## config.mk

```make
export PLATFORM = sky130hd
export DESIGN_NAME = spike_packet_scheduler
export DESIGN_NICKNAME = d
export VERILOG_FILES = /design/src/rtl/spike_packet_scheduler.sv
export SDC_FILE = /design/constraint.sdc
export NUM_CORES = 1
export LEC_CHECK = 0
export BUFFER_PORTS_ARGS = -buffer_cell sky130_fd_sc_hd__buf_2
export CAP_MARGIN = 20
export CORE_ASPECT_RATIO = 0.8
export CORE_UTILIZATION = 34
export CTS_CLUSTER_DIAMETER = 200
export DETAILED_ROUTE_END_ITERATION = 10
export SYNTH_ARGS = -nofsm -noshare
export SYNTH_HDL_FRONTEND = slang
export SYNTH_SLANG_ARGS = --single-unit
```

## constraint.sdc

```tcl
create_clock -name wb_clk_i -period 18.59 [get_ports wb_clk_i]
set_clock_uncertainty 0.2 [all_clocks]
set_input_delay 1.859 -clock wb_clk_i [delete_from_list [all_inputs] [get_ports wb_clk_i]]
set_output_delay 1.859 -clock wb_clk_i [all_outputs]
set_load 0.01 [all_outputs]
```

## src/rtl/spike_packet_scheduler.sv

```systemverilog
// spike_packet_scheduler: buffers a 256-axon spike image and walks it, requesting synapse rows for spiking axons
// Ports: wb_clk_i/wb_rst_i clock and async reset; pkt_wr_i/pkt_new_i/pkt_last_i/pkt_data_i packet writes;
// axon_idx_o/row_req_o/row_ack_i synapse row handshake; acc_en_o/fire_o/spike_latch_o neuron strobes;
// busy_o run active, done_o sticky run complete, pkt_ovf_o sticky dropped packet.
module spike_packet_scheduler (
  input  logic        wb_clk_i,
  input  logic        wb_rst_i,
  input  logic        pkt_wr_i,
  input  logic        pkt_new_i,
  input  logic        pkt_last_i,
  input  logic [31:0] pkt_data_i,
  output logic [7:0]  axon_idx_o,
  output logic        row_req_o,
  input  logic        row_ack_i,
  output logic        acc_en_o,
  output logic        fire_o,
  output logic        spike_latch_o,
  output logic        busy_o,
  output logic        done_o,
  output logic        pkt_ovf_o
);
  localparam logic [2:0] IDLE  = 3'd0;
  localparam logic [2:0] SCAN  = 3'd1;
  localparam logic [2:0] REQ   = 3'd2;
  localparam logic [2:0] ACC   = 3'd3;
  localparam logic [2:0] FIRE  = 3'd4;
  localparam logic [2:0] LATCH = 3'd5;
  logic [2:0]       r_state;
  logic [7:0][31:0] r_buf;
  logic [3:0]       r_wptr;
  logic [7:0]       r_idx;
  logic             r_done;
  logic             r_ovf;
  logic             w_bit;
  logic             w_end;
  assign w_bit = r_buf[r_idx[7:5]][r_idx[4:0]];
  assign w_end = r_idx == 8'hff;
  always_ff @(posedge wb_clk_i or posedge wb_rst_i)
    if (wb_rst_i) begin
      r_state <= IDLE;
      r_buf   <= '0;
      r_wptr  <= '0;
      r_idx   <= '0;
      r_done  <= 1'b0;
      r_ovf   <= 1'b0;
    end else begin
      // any write outside IDLE is dropped and flagged
      if (pkt_wr_i && r_state != IDLE) r_ovf <= 1'b1;
      case (r_state)
        IDLE: if (pkt_wr_i) begin
          if (pkt_new_i) begin
            r_buf  <= {224'd0, pkt_data_i};
            r_wptr <= 4'd1;
            r_done <= 1'b0;
            r_ovf  <= 1'b0;
          end else if (r_wptr[3]) r_ovf <= 1'b1;
          else begin
            r_buf[r_wptr[2:0]] <= pkt_data_i;
            r_wptr <= r_wptr + 4'd1;
          end
          if (pkt_last_i) begin
            r_state <= SCAN;
            r_idx   <= '0;
          end
        end
        SCAN:
          if (w_bit) r_state <= REQ;
          else if (w_end) r_state <= FIRE;
          else r_idx <= r_idx + 8'd1;
        REQ: if (row_ack_i) r_state <= ACC;
        ACC:
          if (w_end) r_state <= FIRE;
          else begin
            r_idx   <= r_idx + 8'd1;
            r_state <= SCAN;
          end
        FIRE: r_state <= LATCH;
        LATCH: begin
          r_state <= IDLE;
          r_done  <= 1'b1;
        end
        default: r_state <= IDLE;
      endcase
    end
  assign axon_idx_o    = r_idx;
  assign row_req_o     = r_state == REQ;
  assign acc_en_o      = r_state == ACC;
  assign fire_o        = r_state == FIRE;
  assign spike_latch_o = r_state == LATCH;
  assign busy_o        = r_state != IDLE;
  assign done_o        = r_done;
  assign pkt_ovf_o     = r_ovf;
endmodule

```

# == Yosys cells after proc, flatten, opt, wreduce, memory -nomap -nowiden ==
# Cells that the tools add are included.
# Widths: inputs -> output; s select.
# word_totals
register_bits,273
latchBits,0
mem_bits_rw,0
rom_bits,0
out_inout_bits,15
elab_cells,75
mem_count,0
# op_classes
n_addsub,2
multipliers,0
n_div,0
order_cmp,4
n_eq_ne,13
n_shift,0
n_mux,31
n_bitwise,0
n_reduce_logical,11
# ops
op,n
$mux 256,2
$bwmux 256,1
$bmux 32 s3,1
$demux 32 s3,1
$mux 32,2
$mux 8,4
$pmux 8 s3,1
$mux 3,6
$pmux 3 s5,1
$ne 2x2->1 const B,5
$add 8x1->8 const B,1
$eq 8x8->1 const B,1
$lt 3x4->1 const B,2
$mux 1,8
$mux 4,2
$reduce_and 4->1,2
$eq 3x2->1 const B,2
$eq 3x3->1 const B,2
$lt 5x6->1 const B,1
$reduce_and 3->1,2
$reduce_bool 3->1,2
$bmux 1 s5,1
$add 4x1->4 const B,1
$eq 3x1->1 const B,1
other kinds (8),9

# == Longest topological paths before layout ==
# depth
word_depth,7
depth_mapped,13

# == Worst setup path before layout ==
# Ideal clock, no wire load.
# synth_path
kind,in2reg
start,input port pkt_wr_i
end,register r_buf[32] in the netlist's numbering
setup_ps,66
t_arrival_ps,3168
required_time_ps,18324
slack_ps,15156
cell_stages,6
path_cell_list,and2_1 > clkbuf_1 > o21ai_0 > nor3_1 > clkbuf_1 > a22o_1
# synth_via
elab_chain_len,1
# synth_rtl
item,line_no,rtl
start: declaration,8,"input logic pkt_wr_i,"
$reduce_and 3->1 (no source line),n/a,
end signal: assignment,52,"r_buf <= {224'd0, pkt_data_i};"
end signal: indexed assignment,58,r_buf[r_wptr[2:0]] <= pkt_data_i;
end: declaration,29,logic [7:0][31:0] r_buf;
# Every way passes these cells.
# A chain may end at the register's enable or synchronous reset.

# == Worst setup path in the final report ==
# layout_path
start,register r_idx[6] (netlist: axon_idx_o[6])
end,output port axon_idx_o[6]
# layout_lines
item,line_no,rtl
start: declaration,31,logic [7:0] r_idx;
start signal: assignment,69,else r_idx <= r_idx + 8'd1;
start signal: assignment,74,r_idx <= r_idx + 8'd1;
end: declaration,12,"output logic [7:0] axon_idx_o,"
# No word-level cell between the ends.

==> metrics.md <==
| Metric | Value |
|---|---|
| Status | `completed` |
| Antenna violations before repair | `1` |
| CP top delay family | `buffers and inverters` |
| Worst setup path end | `axon_idx_o[6]` |
| Syn Area/Cell | `11.5 um^2` |
| Clock Power Share | `0.273` |
| Die ar. | `38400 um^2` |
| First-pass GRT wire length | `59.0 mm` |
| Yosys cell types | `53` |
| RR Startpoint | `axon_idx_o[5]` |
| Vias post-DR | `9323` |
| DR pass1 iterations | `5` |
| Dpl cell area | `13500 um^2` |
| CP startpoint kind | `register` |
| FILL cells | `3622` |
| RSZ-0062 raised after global routing | `no` |
| Cell area after synthesis | `12800 um^2` |
| Max transition margin | `0.338` |
| WL met1 | `17.7 mm` |
| RD Place Congestion | `0.836` |
| Setup Buffers After CTS | `0` |
| CTS buffer count | `27` |
| Highest routed layer | `met4` |
| Gr ovfl total | `0` |
| P_int | `1.30 mW` |
| Slew Viols, Final | `0` |
| Drc violations | `0` |
| Row Count | `63` |
| Critical path class | `register to output pin` |
| Main synth FF type | `dfrtp_1` |
| FF+latch count, synth | `273` |
| CP max stage delay | `870 ps` |
| Syn Nets | `1153` |
| Crit-path cells | `buf_4 -> buf_2` |
| Clock tree buffer depth | `3` |
| Gate power share | `0.291` |
| Worst R2R End | `r_state[0]` |
| Vert. Die Dim | `175 um` |
| Post-CTS Resized | `0` |
| Critical path fanouts, max | `41` |
| Htree depth | `1` |
| Worst EP required | `16530 ps` |
| Seq/Total Area, Yosys | `0.535` |
| Detailed placement HPWL | `22.3 mm` |
| Wire per inst | `23.1 um` |
| Worst reg-to-reg path cell count | `9` |
| Vias in the first global route | `9444` |
| Via/cell ratio | `5.72` |
| Post-DRT Antenna Nets | `0` |
| # IOs | `53` |
| CP Buf/Inv Count | `2` |
| Crit path from | `axon_idx_o[6]` |
| WP data arrival | `2360 ps` |
| Total GRT Usage | `0.201` |
| Sw frac | `0.342` |
| Worst-margin pin slew | `993 ps` |
| Initial Util | `0.345` |
| Final WL | `37.7 mm` |
| # setup viols final | `0` |
| Die X | `219 um` |
| Worst reg2reg setup slack | `14330 ps` |
| Max-cap violations | `0` |
| Root Driver | `clkbuf_16` |
| Critical path depth | `2` |
| Endpoints failing hold | `0` |
| Hold crit path type | `register to register` |
| Reg power frac | `0.436` |
| DRT iter0 DRCs | `855` |
| Critical path endpoint category | `output pin` |
| Synth-to-Final Area Change | `12.0%` |
| TritonCTS clock tree | `done` |
| Net count, final | `1164` |
| Core area | `37000 um^2` |
| Post-route cell area | `14300 um^2` |
| Pin count of the biggest net entering global routing | `142` |
| Pwr dens | `138 nW/um^2` |
| Share of cells above drive strength 1 | `0.188` |
| Number of synthesized flops with an enable pin | `0` |
| Static Leak | `6.11 nW` |
| Clk pin slew, worst setup/hold paths | `60 ps` |
| Final worst-path cycle share | `0.238` |
| Final min period | `4420 ps` |
| Maximum VDD drop | `82.5 uV` |
| Ys Warns | `0` |
| Maximum clock frequency | `226 MHz` |
| Hold slack | `274 ps` |
| WL met3 | `2.56 mm` |
| Slowest cell on crit path | `dfrtp_4` |
| DR WL met2 | `16.5 mm` |
| Post-route setup TNS | `0 ps` |
| Port Buffers | `52` |
| CTS hold repair buffers | `0` |
| P_sw | `0.674 mW` |
| CTS Sinks | `273` |
| Worst-skew pair later-pin latency | `550 ps` |
| Post-synthesis cell count | `1113` |
| Post-synth ARST share | `1.00` |
## power by group through the flow
stage / clock network (mW) / logic [mW] / registers [mW]
global placement: 0 / 0.560 / 0.860
CTS: 0.548 / 0.574 / 0.857
detailed placement: 0 / 0.572 / 0.864
finish: 0.539 / 0.575 / 0.860
global route: 0.573 / 0.626 / 0.881
floorplan: 0 / 0.414 / 0.819
## registers in the layout, indices dropped and copies added, names as in the netlist
name,cells
r_buf,256
axon_idx_o,8
r_state,3
pkt_ovf_o,1
r_wptr,4
done_o,1
## worst register-to-register path, stage by stage (launching register included)
cell and delay, ps:
dfrtp_4 680, buf_4 740, mux4_2 690, a2111oi_0 500
a22o_1 220, nor4_1 60, a22o_1 270, o31ai_1 520
a21oi_1 150, o22ai_1 140
## metal layers
layer,vias to the layer above,track usage
met5,-,0
met2,349,0.297
met1,4827,0.305
met3,60,0.0331
li1,4087,-
met4,0,0.0527
## Yosys cell counts, types with 13 or more instances
cell type  count  area [um^2]
o22ai_1       13         81.3
nand2b_1      38          238
nand2_1      152          571
mux2_2        36          405
nand3_1       20          100
nor2b_1       40          250
nor2_1        20         75.1
clkbuf_1      72          270
mux4_2        47         1060
a22o_1        97          850
dfrtp_1      273         6830
mux2i_1       30          300
o21ai_0      147          736
## final cells by class
class | count | area [um^2] | share of cell area
diodes | 1 | 2.50 | 0.000175
repair buffers | 74 | 425 | 0.0297
inverters | 10 | 45.0 | 0.00315
clock inverters | 7 | 63.8 | 0.00446
flip-flops and latches | 273 | 6840 | 0.478
well taps | 487 | 609 | 0.0426
multi-input cells | 738 | 5540 | 0.387
clock buffers | 41 | 788 | 0.0551
## cell families (layout without fill, tap and decap cells)
logic type | Yosys count | after routing | share of synthesized area
other cells | 0 | 1 | 0
compound gates | 307 | 307 | 0.159
fa+ha+maj | 2 | 2 | 0.00196
simple gates | 309 | 309 | 0.116
flops | 273 | 273 | 0.535
mux | 120 | 120 | 0.152
buf+inv | 102 | 132 | 0.0360
## how the worst min path moves through the flow
stage | from | to | depth (start not counted)
2_1_floorplan | r_buf[119] | r_buf[119] | 2
3_3_place_gp | r_buf[119] | r_buf[119] | 2
3_5_place_dp | r_buf[162] | r_buf[162] | 2
4_1_cts | r_buf[162] | r_buf[162] | 2
5_1_grt | done_o | done_o | 1
6_report | r_buf[105] | r_buf[105] | 2
## cells in the final DEF (no fill, tap or decap), types with 13 or more instances in the layout
master,netlist,final
mux2_2,36,36
nand2_1,152,152
nand2b_1,38,38
clkbuf_16,0,27
buf_4,5,22
mux4_2,47,47
nand3_1,20,20
nor2b_1,40,40
o22ai_1,13,13
buf_2,10,52
o21ai_0,147,140
a22o_1,97,97
dfrtp_1,273,271
nor2_1,20,19
mux2i_1,30,30
## per-stage QoR
| step | instances | total power [mW] | worst slack (ps) | util |
|---|---|---|---|---|
| floorplan | 1113 | 1.23 | 9010 | - |
| global placement | 1582 | 1.42 | 13830 | 0.363 |
| detailed placement | 1582 | 1.44 | 13830 | 0.363 |
| CTS | 1630 | 1.98 | 14120 | 0.386 |
| global route | 1631 | 2.08 | 14050 | 0.386 |
| finish | 1631 | 1.97 | 14170 | 0.386 |
Note: power is estimated with default switching activity, not from simulation.
